$ cat config.mk
export PLATFORM = sky130hd
export DESIGN_NAME = control_unit_flat
export DESIGN_NICKNAME = d
export VERILOG_FILES = /design/src/rtl/control_unit_pkg.sv /design/src/rtl/control_unit_if.sv /design/src/rtl/control_unit.sv /design/src/flat_wrapper.sv
export SDC_FILE = /design/constraint.sdc
export NUM_CORES = 1
export LEC_CHECK = 0
export CAP_MARGIN = 20
export CORE_MARGIN = 2
export CORE_UTILIZATION = 40
export CTS_CLUSTER_SIZE = 14
export DETAILED_ROUTE_END_ITERATION = 16
export HOLD_SLACK_MARGIN = 0.02
export MAX_ROUTING_LAYER = met4
export PLACE_DENSITY = 0.9
export SLEW_MARGIN = 20
export SYNTH_ARGS = -nofsm -noshare
export SYNTH_HDL_FRONTEND = slang
export SYNTH_SLANG_ARGS = --single-unit
export TNS_END_PERCENT = 5
$ cat constraint.sdc
create_clock -name clock -period 3 [get_ports clock]
set_input_delay 0.6 -clock clock [delete_from_list [all_inputs] [get_ports clock]]
set_output_delay 0.6 -clock clock [all_outputs]
set_load 0.05 [all_outputs]
$ cat src/rtl/control_unit_pkg.sv
// rtl/control_unit_pkg.sv - cpu_defs: opcodes, ALU codes, state encoding and control word
package cpu_defs;

    localparam logic [4:0] OP_LD   = 5'b00000;
    localparam logic [4:0] OP_LDI  = 5'b00001;
    localparam logic [4:0] OP_ST   = 5'b00010;
    localparam logic [4:0] OP_ADD  = 5'b00011;
    localparam logic [4:0] OP_SUB  = 5'b00100;
    localparam logic [4:0] OP_AND  = 5'b00101;
    localparam logic [4:0] OP_OR   = 5'b00110;
    localparam logic [4:0] OP_ADDI = 5'b01100;
    localparam logic [4:0] OP_BR   = 5'b10010;
    localparam logic [4:0] OP_JR   = 5'b10100;
    localparam logic [4:0] OP_IN   = 5'b10110;
    localparam logic [4:0] OP_OUT  = 5'b10111;
    localparam logic [4:0] OP_NOP  = 5'b11010;
    localparam logic [4:0] OP_HALT = 5'b11011;

    localparam logic [4:0] ALU_NONE  = 5'b00000;
    localparam logic [4:0] ALU_ADD   = 5'b00011;
    localparam logic [4:0] ALU_SUB   = 5'b00100;
    localparam logic [4:0] ALU_AND   = 5'b00101;
    localparam logic [4:0] ALU_OR    = 5'b00110;
    localparam logic [4:0] ALU_INCPC = 5'b11111;

    typedef enum logic [3:0] {
        S_RESET, S_T0, S_T1, S_T2, S_T3, S_T4, S_T5, S_T6, S_T7, S_PAUSE, S_HALT
    } state_t;

    // Field order matches the concatenation that drives the interface in the top.
    typedef struct packed {
        logic hi_in, lo_in, z_in, pc_in, mdr_in, mar_in, y_in, oport_in, ir_in;
        logic hi_out, lo_out, zhi_out, zlo_out, pc_out, mdr_out, iport_out, c_out;
        logic gra, grb, grc, r_in, r_out, ba_out;
        logic con_in, mem_read, mem_write;
        logic [4:0] alu_code;
        logic run;
    } ctl_t;

    function automatic logic is_alu_op(input logic [4:0] op);
        return (op == OP_ADD) || (op == OP_SUB) || (op == OP_AND) || (op == OP_OR);
    endfunction

    function automatic logic is_defined(input logic [4:0] op);
        return is_alu_op(op) || (op == OP_LD) || (op == OP_LDI) || (op == OP_ST) ||
               (op == OP_ADDI) || (op == OP_BR) || (op == OP_JR) || (op == OP_IN) ||
               (op == OP_OUT) || (op == OP_HALT);
    endfunction

endpackage

$ cat src/rtl/control_unit_if.sv
// rtl/control_unit_if.sv - datapath/control handshake: status in, strobes out
interface control_unit_if;
    logic [31:0] ir;
    logic        con_ff, mem_ready, stop;
    logic HiIn, LoIn, ZIn, PCIn, MDRIn, MARIn, YIn, OPortIn, IRIn;
    logic HiOut, LoOut, ZHiOut, ZLoOut, PCOut, MDROut, IPortOut, COut;
    logic Gra, Grb, Grc, RIn, ROut, BAOut;
    logic Conin, memread, memwrite;
    logic [4:0] ALUCode;
    logic run;

    modport master (
        input  ir, con_ff, mem_ready, stop,
        output HiIn, LoIn, ZIn, PCIn, MDRIn, MARIn, YIn, OPortIn, IRIn,
        output HiOut, LoOut, ZHiOut, ZLoOut, PCOut, MDROut, IPortOut, COut,
        output Gra, Grb, Grc, RIn, ROut, BAOut, Conin, memread, memwrite, ALUCode, run
    );

    modport slave (
        output ir, con_ff, mem_ready, stop,
        input  HiIn, LoIn, ZIn, PCIn, MDRIn, MARIn, YIn, OPortIn, IRIn,
        input  HiOut, LoOut, ZHiOut, ZLoOut, PCOut, MDROut, IPortOut, COut,
        input  Gra, Grb, Grc, RIn, ROut, BAOut, Conin, memread, memwrite, ALUCode, run
    );
endinterface

$ cat src/rtl/control_unit.sv
// rtl/control_unit.sv - hardwired fetch/execute sequencer for the RISC datapath
module control_unit
    import cpu_defs::*;
(
    input  logic            clock,
    input  logic            clear,
    control_unit_if.master  bus
);

    state_t     r_state, w_next;
    logic [4:0] r_opcode_q;
    logic [4:0] w_ir_op;
    logic       w_done;
    ctl_t       w_ctl;

    assign w_ir_op = bus.ir[31:27];

    always_ff @(posedge clock or negedge clear) begin
        if (!clear) begin
            r_state    <= S_RESET;
            r_opcode_q <= OP_NOP;
        end else begin
            r_state <= w_next;
            // IR is stable in T3; later states must not see subsequent IR changes
            if (r_state == S_T3)
                r_opcode_q <= w_ir_op;
        end
    end

    always_comb begin
        w_next = r_state;
        w_done = 1'b0;
        case (r_state)
            S_RESET: w_next = S_T0;
            S_T0:    w_next = S_T1;
            S_T1:    if (bus.mem_ready) w_next = S_T2;
            S_T2: begin
                if (w_ir_op == OP_HALT)         w_next = S_HALT;
                else if (!is_defined(w_ir_op))  w_done = 1'b1;
                else                            w_next = S_T3;
            end
            S_T3: begin
                if (is_alu_op(w_ir_op) || w_ir_op == OP_LD || w_ir_op == OP_LDI ||
                    w_ir_op == OP_ST || w_ir_op == OP_ADDI || w_ir_op == OP_BR)
                    w_next = S_T4;
                else
                    w_done = 1'b1;
            end
            S_T4:    w_next = S_T5;
            S_T5: begin
                if (r_opcode_q == OP_LD || r_opcode_q == OP_ST || r_opcode_q == OP_BR)
                    w_next = S_T6;
                else
                    w_done = 1'b1;
            end
            S_T6: begin
                if (r_opcode_q == OP_ST)                        w_next = S_T7;
                else if (r_opcode_q == OP_LD && bus.mem_ready)  w_next = S_T7;
                else if (r_opcode_q != OP_LD)                   w_done = 1'b1;
            end
            S_T7: begin
                if (r_opcode_q != OP_ST || bus.mem_ready) w_done = 1'b1;
            end
            S_PAUSE: if (!bus.stop) w_next = S_T0;
            S_HALT:  w_next = S_HALT;
            default: w_next = S_RESET;
        endcase
        if (w_done)
            w_next = bus.stop ? S_PAUSE : S_T0;
    end

    always_comb begin
        w_ctl = '0;
        if (clear) begin
            case (r_state)
                S_T0: begin
                    w_ctl.pc_out = 1'b1; w_ctl.mar_in = 1'b1; w_ctl.z_in = 1'b1;
                    w_ctl.alu_code = ALU_INCPC;
                end
                S_T1: begin
                    w_ctl.zlo_out = 1'b1; w_ctl.pc_in = 1'b1;
                    w_ctl.mem_read = 1'b1; w_ctl.mdr_in = 1'b1;
                end
                S_T2: begin
                    w_ctl.mdr_out = 1'b1; w_ctl.ir_in = 1'b1;
                end
                S_T3: begin
                    if (w_ir_op == OP_LD || w_ir_op == OP_LDI || w_ir_op == OP_ST) begin
                        w_ctl.grb = 1'b1; w_ctl.ba_out = 1'b1; w_ctl.y_in = 1'b1;
                    end else if (is_alu_op(w_ir_op) || w_ir_op == OP_ADDI) begin
                        w_ctl.grb = 1'b1; w_ctl.r_out = 1'b1; w_ctl.y_in = 1'b1;
                    end else if (w_ir_op == OP_BR) begin
                        w_ctl.gra = 1'b1; w_ctl.r_out = 1'b1; w_ctl.con_in = 1'b1;
                    end else if (w_ir_op == OP_JR) begin
                        w_ctl.gra = 1'b1; w_ctl.r_out = 1'b1; w_ctl.pc_in = 1'b1;
                    end else if (w_ir_op == OP_IN) begin
                        w_ctl.iport_out = 1'b1; w_ctl.gra = 1'b1; w_ctl.r_in = 1'b1;
                    end else if (w_ir_op == OP_OUT) begin
                        w_ctl.gra = 1'b1; w_ctl.r_out = 1'b1; w_ctl.oport_in = 1'b1;
                    end
                end
                S_T4: begin
                    if (is_alu_op(r_opcode_q)) begin
                        w_ctl.grc = 1'b1; w_ctl.r_out = 1'b1; w_ctl.z_in = 1'b1;
                        w_ctl.alu_code = r_opcode_q;
                    end else if (r_opcode_q == OP_BR) begin
                        w_ctl.pc_out = 1'b1; w_ctl.y_in = 1'b1;
                    end else begin
                        w_ctl.c_out = 1'b1; w_ctl.z_in = 1'b1; w_ctl.alu_code = ALU_ADD;
                    end
                end
                S_T5: begin
                    if (r_opcode_q == OP_LD || r_opcode_q == OP_ST) begin
                        w_ctl.zlo_out = 1'b1; w_ctl.mar_in = 1'b1;
                    end else if (r_opcode_q == OP_BR) begin
                        w_ctl.c_out = 1'b1; w_ctl.z_in = 1'b1; w_ctl.alu_code = ALU_ADD;
                    end else begin
                        w_ctl.zlo_out = 1'b1; w_ctl.gra = 1'b1; w_ctl.r_in = 1'b1;
                    end
                end
                S_T6: begin
                    if (r_opcode_q == OP_LD) begin
                        w_ctl.mem_read = 1'b1; w_ctl.mdr_in = 1'b1;
                    end else if (r_opcode_q == OP_ST) begin
                        w_ctl.gra = 1'b1; w_ctl.r_out = 1'b1; w_ctl.mdr_in = 1'b1;
                    end else if (bus.con_ff) begin
                        w_ctl.zlo_out = 1'b1; w_ctl.pc_in = 1'b1;
                    end
                end
                S_T7: begin
                    if (r_opcode_q == OP_ST) begin
                        w_ctl.mem_write = 1'b1;
                    end else begin
                        w_ctl.mdr_out = 1'b1; w_ctl.gra = 1'b1; w_ctl.r_in = 1'b1;
                    end
                end
                default: w_ctl = '0;
            endcase
            w_ctl.run = (r_state != S_RESET) && (r_state != S_PAUSE) && (r_state != S_HALT);
        end
    end

    assign {bus.HiIn, bus.LoIn, bus.ZIn, bus.PCIn, bus.MDRIn, bus.MARIn, bus.YIn, bus.OPortIn,
            bus.IRIn, bus.HiOut, bus.LoOut, bus.ZHiOut, bus.ZLoOut, bus.PCOut, bus.MDROut,
            bus.IPortOut, bus.COut, bus.Gra, bus.Grb, bus.Grc, bus.RIn, bus.ROut, bus.BAOut,
            bus.Conin, bus.memread, bus.memwrite, bus.ALUCode, bus.run} = w_ctl;

endmodule

$ cat src/flat_wrapper.sv
// flat-port wrapper written by rule: the top's interface ports become plain ports
module control_unit_flat import cpu_defs::*;
  (clock, clear, bus_ir, bus_con_ff, bus_mem_ready, bus_stop, bus_HiIn, bus_LoIn, bus_ZIn, bus_PCIn, bus_MDRIn, bus_MARIn, bus_YIn, bus_OPortIn, bus_IRIn, bus_HiOut, bus_LoOut, bus_ZHiOut, bus_ZLoOut, bus_PCOut, bus_MDROut, bus_IPortOut, bus_COut, bus_Gra, bus_Grb, bus_Grc, bus_RIn, bus_ROut, bus_BAOut, bus_Conin, bus_memread, bus_memwrite, bus_ALUCode, bus_run);
  control_unit_if bus_i ();
  input  logic clock;
  input  logic clear;
  input wire logic [$bits(bus_i.ir)-1:0] bus_ir;
  input wire logic [$bits(bus_i.con_ff)-1:0] bus_con_ff;
  input wire logic [$bits(bus_i.mem_ready)-1:0] bus_mem_ready;
  input wire logic [$bits(bus_i.stop)-1:0] bus_stop;
  output wire logic [$bits(bus_i.HiIn)-1:0] bus_HiIn;
  output wire logic [$bits(bus_i.LoIn)-1:0] bus_LoIn;
  output wire logic [$bits(bus_i.ZIn)-1:0] bus_ZIn;
  output wire logic [$bits(bus_i.PCIn)-1:0] bus_PCIn;
  output wire logic [$bits(bus_i.MDRIn)-1:0] bus_MDRIn;
  output wire logic [$bits(bus_i.MARIn)-1:0] bus_MARIn;
  output wire logic [$bits(bus_i.YIn)-1:0] bus_YIn;
  output wire logic [$bits(bus_i.OPortIn)-1:0] bus_OPortIn;
  output wire logic [$bits(bus_i.IRIn)-1:0] bus_IRIn;
  output wire logic [$bits(bus_i.HiOut)-1:0] bus_HiOut;
  output wire logic [$bits(bus_i.LoOut)-1:0] bus_LoOut;
  output wire logic [$bits(bus_i.ZHiOut)-1:0] bus_ZHiOut;
  output wire logic [$bits(bus_i.ZLoOut)-1:0] bus_ZLoOut;
  output wire logic [$bits(bus_i.PCOut)-1:0] bus_PCOut;
  output wire logic [$bits(bus_i.MDROut)-1:0] bus_MDROut;
  output wire logic [$bits(bus_i.IPortOut)-1:0] bus_IPortOut;
  output wire logic [$bits(bus_i.COut)-1:0] bus_COut;
  output wire logic [$bits(bus_i.Gra)-1:0] bus_Gra;
  output wire logic [$bits(bus_i.Grb)-1:0] bus_Grb;
  output wire logic [$bits(bus_i.Grc)-1:0] bus_Grc;
  output wire logic [$bits(bus_i.RIn)-1:0] bus_RIn;
  output wire logic [$bits(bus_i.ROut)-1:0] bus_ROut;
  output wire logic [$bits(bus_i.BAOut)-1:0] bus_BAOut;
  output wire logic [$bits(bus_i.Conin)-1:0] bus_Conin;
  output wire logic [$bits(bus_i.memread)-1:0] bus_memread;
  output wire logic [$bits(bus_i.memwrite)-1:0] bus_memwrite;
  output wire logic [$bits(bus_i.ALUCode)-1:0] bus_ALUCode;
  output wire logic [$bits(bus_i.run)-1:0] bus_run;
  assign bus_i.ir = bus_ir;
  assign bus_i.con_ff = bus_con_ff;
  assign bus_i.mem_ready = bus_mem_ready;
  assign bus_i.stop = bus_stop;
  assign bus_HiIn = bus_i.HiIn;
  assign bus_LoIn = bus_i.LoIn;
  assign bus_ZIn = bus_i.ZIn;
  assign bus_PCIn = bus_i.PCIn;
  assign bus_MDRIn = bus_i.MDRIn;
  assign bus_MARIn = bus_i.MARIn;
  assign bus_YIn = bus_i.YIn;
  assign bus_OPortIn = bus_i.OPortIn;
  assign bus_IRIn = bus_i.IRIn;
  assign bus_HiOut = bus_i.HiOut;
  assign bus_LoOut = bus_i.LoOut;
  assign bus_ZHiOut = bus_i.ZHiOut;
  assign bus_ZLoOut = bus_i.ZLoOut;
  assign bus_PCOut = bus_i.PCOut;
  assign bus_MDROut = bus_i.MDROut;
  assign bus_IPortOut = bus_i.IPortOut;
  assign bus_COut = bus_i.COut;
  assign bus_Gra = bus_i.Gra;
  assign bus_Grb = bus_i.Grb;
  assign bus_Grc = bus_i.Grc;
  assign bus_RIn = bus_i.RIn;
  assign bus_ROut = bus_i.ROut;
  assign bus_BAOut = bus_i.BAOut;
  assign bus_Conin = bus_i.Conin;
  assign bus_memread = bus_i.memread;
  assign bus_memwrite = bus_i.memwrite;
  assign bus_ALUCode = bus_i.ALUCode;
  assign bus_run = bus_i.run;
  control_unit u_core (.clock(clock), .clear(clear), .bus(bus_i));
endmodule
Word-level counts from Yosys, hierarchy flattened

Cells that the tools add are included.

$add $sub $neg: 0
Multipliers: 0
Divide/modulo/power cells: 0
$lt $le $gt $ge: 0
Equality and inequality tests: 38
Shift operators: 0
Muxes and demuxes: 95
Bitwise operators: 0
Reduce and logical (&&, ||, !) cells: 30

Operators by type and width:

| operator                                                         | number |
|---|---|
| 1-bit two-way mux                                                | 61 |
| 4-bit one-hot mux with 11 select lines                           | 1 |
| 4-bit two-way mux                                                | 10 |
| 5-bit by 3-bit == test with 1-bit output (second input constant) | 6 |
| 5-bit == test (second input constant)                            | 6 |
| 30-bit two-way mux                                               | 1 |
| 1-bit logical OR                                                 | 21 |
| 5-bit by 2-bit == test with 1-bit output (second input constant) | 4 |
| 4-bit by 3-bit == test with 1-bit output (second input constant) | 4 |
| 1-bit one-hot mux with 3 select lines                            | 5 |
| 5-bit one-hot mux with 3 select lines                            | 1 |
| 1-bit one-hot mux with 2 select lines                            | 7 |
| 4-bit == test (second input constant)                            | 3 |
| 5-bit logical NOT                                                | 2 |
| 2-bit two-way mux                                                | 5 |
| 5-bit two-way mux                                                | 2 |
| 3-bit by 2-bit != test with 1-bit output (second input constant) | 3 |
| 4-bit by 2-bit == test with 1-bit output (second input constant) | 2 |
| 4-bit by 1-bit != test with 1-bit output (second input constant) | 2 |
| 4-bit != test (second input constant)                            | 2 |
| 7-bit AND reduction                                              | 1 |
| 5-bit by 1-bit == test with 1-bit output (second input constant) | 1 |
| 5-bit by 4-bit == test with 1-bit output (second input constant) | 1 |
| 5-bit by 2-bit != test with 1-bit output (second input constant) | 1 |
| other kinds (9)                                                  | 11 |

Register bits after elaboration: 9
Bits in latches: 0
RAM bits: 0
ROM bits: 0
Bits of input ports: 37
Output and inout port bits: 32
Word-level logic and storage cells: 165
Memories kept: 0

Longest topological paths before layout

Depth in word-level cells: 18
Gate-level depth with buffers: 8
Gate-level depth less buffers: 6

Worst setup path before layout

No wires, ideal clock.

Path type: register to output
Start: register u_core.r_opcode_q[0]
End: output bus_memread
Data arrival time: 2765 ps
Data required time: 2400 ps
Slack: -365 ps
Cell stages (with the launch flop): 6
Buffers on the path: 0
Cell sequence: dfrtp_1 > nor4_4 > nand3_1 > o21ai_0 > and3_1 > a21boi_0

Cells in the longest elaborated chain, start to end: 4

RTL lines:

| what                                  | RTL line            | RTL |
|---|---|---|
| from (decl)                           | control_unit.sv:11  | `logic [4:0] r_opcode_q;` |
| from (signal assigned)                | control_unit.sv:26  | `r_opcode_q <= w_ir_op;` |
| 5-bit logical NOT                     | control_unit.sv:122 | `if (r_opcode_q == OP_LD) begin` |
| 1-bit two-way mux                     | control_unit.sv:122 |  |
| 1-bit one-hot mux with 2 select lines | control_unit.sv:75  | `case (r_state)` |
| 30-bit two-way mux                    | control_unit.sv:74  | `if (clear) begin` |
| to (decl)                             | flat_wrapper.sv:35  | `output wire logic [$bits(bus_i.memread)-1:0] bus_memread;` |

No other way between the ends.

Worst setup path in the final report

Start: register u_core.r_opcode_q[4]
End: output bus_ALUCode[0]

Cells in the longest elaborated chain, start to end: 7
Elaborated cells on any way between the ends: 17
Classes of those cells: eq/ne: 6; mux: 6; reduce/logical: 5

RTL lines:

| what                                                                                                        | RTL line               | RTL |
|---|---|---|
| 5-bit by 2-bit == test with 1-bit output / 5-bit by 3-bit == test with 1-bit output (equally long branches) | control_unit_pkg.sv:41 | `return (op == OP_ADD) \|\| (op == OP_SUB) \|\| (op == OP_AND) \|\| (op == OP_OR);` |
| 1-bit logical OR (3 in series)                                                                              | control_unit_pkg.sv:41 |  |
| 5-bit two-way mux                                                                                           | control_unit.sv:103    | `if (is_alu_op(r_opcode_q)) begin` |
| 5-bit one-hot mux with 3 select lines (*)                                                                   | control_unit.sv:75     |  |
| 30-bit two-way mux (*)                                                                                      | control_unit.sv:74     |  |
| to (decl)                                                                                                   | flat_wrapper.sv:37     | `output wire logic [$bits(bus_i.ALUCode)-1:0] bus_ALUCode;` |

Mark *: on every way between the ends. The rest lies on a longest branch, timed or not.

==> flow_summary.yaml <==
route:
  viasPerCell: 5.907
  routed_wl_mm: 4.115
  drt_iter0_drc: 145
  dr_total_vias: 1648
  antenna_left: 0
  first_pass_iters: 5
  drc: 0
  drt-wirelength-per-cell_um: 14.75
synth:
  syn-cell-area_um2: 1348
  yosys.area.top_type_share_pct: 11.14
  synth-async-reset-ratio_pct: 100.0
  synth_edf_count: 0
  synth_area_per_cell_um2: 6.982
  ys_seq_area_share_pct: 16.99
  synth_cell_types: 53
  yosys_warnings: 0
  synth-main-ff-cell: "dfrtp_1"
  synth_area_leader_cell: "dfrtp_1"
  synth_seq_cells: 9
  postSynthCellCount: 193
  synth_area_leaders: "dfrtp_1, a21oi_1, nor2_1, dfstp_2, nand2_1"
clocking:
  clkTransAtPathRegs_ps: 60
  cts_htree_levels: 1
  clock_latency_ps: 250
  cts_tree: "yes"
  clockBufferDepth: 2
  cts_num_sinks: 9
  clock-root-buffer: "clkbuf_4"
  cts_buffers: 3
  cts_setup_buffers: 0
worst_hold_path:
  hp-class: "primary input to asynchronous set/reset pin"
worst_setup_path:
  crit_buf_inv: 1
  required_ps: 2400
  cp_top_family: "simple AND/OR/NAND/NOR gates"
  worst-path-max-fanout: 11
  cp_num_cells: 7
  critPathSlowestCell: "dfstp_2"
  cp-end-kind: "output pin"
  start_kind: "flop"
  rr_worst_depth: 6
  worstPathArrival_ps: 2370
  crit-reg2reg-launch: "u_core.r_state[0]$_DFFE_PN0P_"
  path_class: "flop to output pin"
  crit_chain: "nand2_1, or4_4, or3_1, o21ai_0, nand2b_1, a21oi_1, buf_12"
  startpoint: "u_core.r_opcode_q[4]$_DFFE_PN1P_"
  slowest_delay_ps: 570
power:
  power.total_mw: 1.665
  peakVddDrop_uv: 321.9
  p_leak_nw: 0.8289
  powerDensity_nw_per_um2: 798.8
sta:
  hold_slack_ps: 560.8
  slew_violations: 0
  period_share_pct: 99.01
  rsz0062_at_grt: "true"
  period_needed_ps: 2970
  final-setup-viol-count: 0
  skew_ps: 0.4665
  max_freq_ghz: 0.3367
  finalHoldViolations: 0
  tns_ps: 0
  setup_ws_ps: 29.84
flow_run:
  maxCapViolCount: 0
floorplanning:
  die_w_um: 62.04
  pin_count: 69
  die_area_um2: 3849
  die_h_um: 62.04
  core-area_um2: 3284
  start_util_pct: 41.03
  rows: 21
layout:
  syn_to_final_growth_pct: 54.69
  fin_nets: 271
  fin_cells: 279
  drive_gt1_share_pct: 28.76
  fin_area_um2: 2085
  antenna_cells: 0
  utilization_pct: 63.47
placed_design:
  pre_cts_slack_ps: 153.3
  dpl-instance-area_um2: 2053
  gp_congestion: 0.9925
  dpl.cell_count: 275
  io_buffers: 36
  dp_hpwl_mm: 3.261
global_routing:
  grt_overflow: 0
  grt_max_degree: 21
  grt_pass1_wl_mm: 6.686
  grt_usage_pct: 23.69
  antenna_found_initial: 0
  first_global_vias: 1491
outcome:
  outcome: "finished clean"
==> synth_stat cells, types with 5 or more instances <==
cell type and instances:
o21ai_0 12, a21oi_1 19, buf_4 6, mux2_2 6
and3_1 7, nand2b_1 6, nand2_1 21, nor2_1 22
clkbuf_1 9, dfrtp_1 6, nand3_1 5, nor2b_1 11
==> worst paths after layout <==
check,endpoint,slack [ps]
setup / recovery,bus_ALUCode[0],30
hold / removal,u_core.r_state[0]$_DFFE_PN0P_,560
setup reg to reg,u_core.r_state[3]$_DFFE_PN0P_,560
hold reg to reg,u_core.r_opcode_q[4]$_DFFE_PN1P_,650
max in group asynchronous,u_core.r_opcode_q[1]$_DFFE_PN1P_,1900
min in group clock,u_core.r_opcode_q[4]$_DFFE_PN1P_,650
==> where the power goes <==
group          internal, mW  switching (mW)  leakage (nW)
Combinational         0.550           0.682         0.710
Clock                0.0509          0.0367        0.0150
Sequential            0.196           0.150         0.104
==> final cells by class <==
type	instances	area (µm²)
Clock buffer	4	26.28
Fill cell	281	1200
Inverter	4	15.01
Multi-Input combinational cell	165	1025
Sequential cell	9	230.2
Tap cell	46	57.56
Timing Repair Buffer	51	730.7
==> flip-flops by register name, summed over array words and instances, names as in the netlist <==
name and cells:
u_core.r_state 4, u_core.r_opcode_q 5
==> cell families (layout without fill, tap and decap cells) <==
group,Yosys count,after routing,share of synthesized area [%]
simple gates,94,94,37.79
compound gates,59,59,30.92
buf+inv,23,59,8.355
flops,9,9,16.99
mux,6,6,5.014
other cells,1,5,0.2783
xor+xnor,1,1,0.6501
==> placed cells by master, fill, tap and decap left out, drive strengths merged, types with 6 or more instances in the layout <==
cell,n
a21oi,19
nand2,21
o21ai,12
clkdlybuf4s50,9
nor2,22
dfrtp,6
buf,42
nand2b,6
mux2,6
nor2b,11
and3,7
==> layer usage <==
metal / GRT usage (%) / vias up / share of wire [%]
met2: 40.18 / 104 / 50
met1: 29.46 / 763 / 39
li1: - / 770 / -
met4: 7.599 / 0 / 2.2
met3: 2.277 / 11 / 8.1
met5: - / - / 0
==> what timing repair did <==
action                     CTS  global route
gates resized for setup      0             3
setup endpoints to repair    0             4
hold buffers                 0             0
Note: power is estimated with default switching activity, not from simulation.
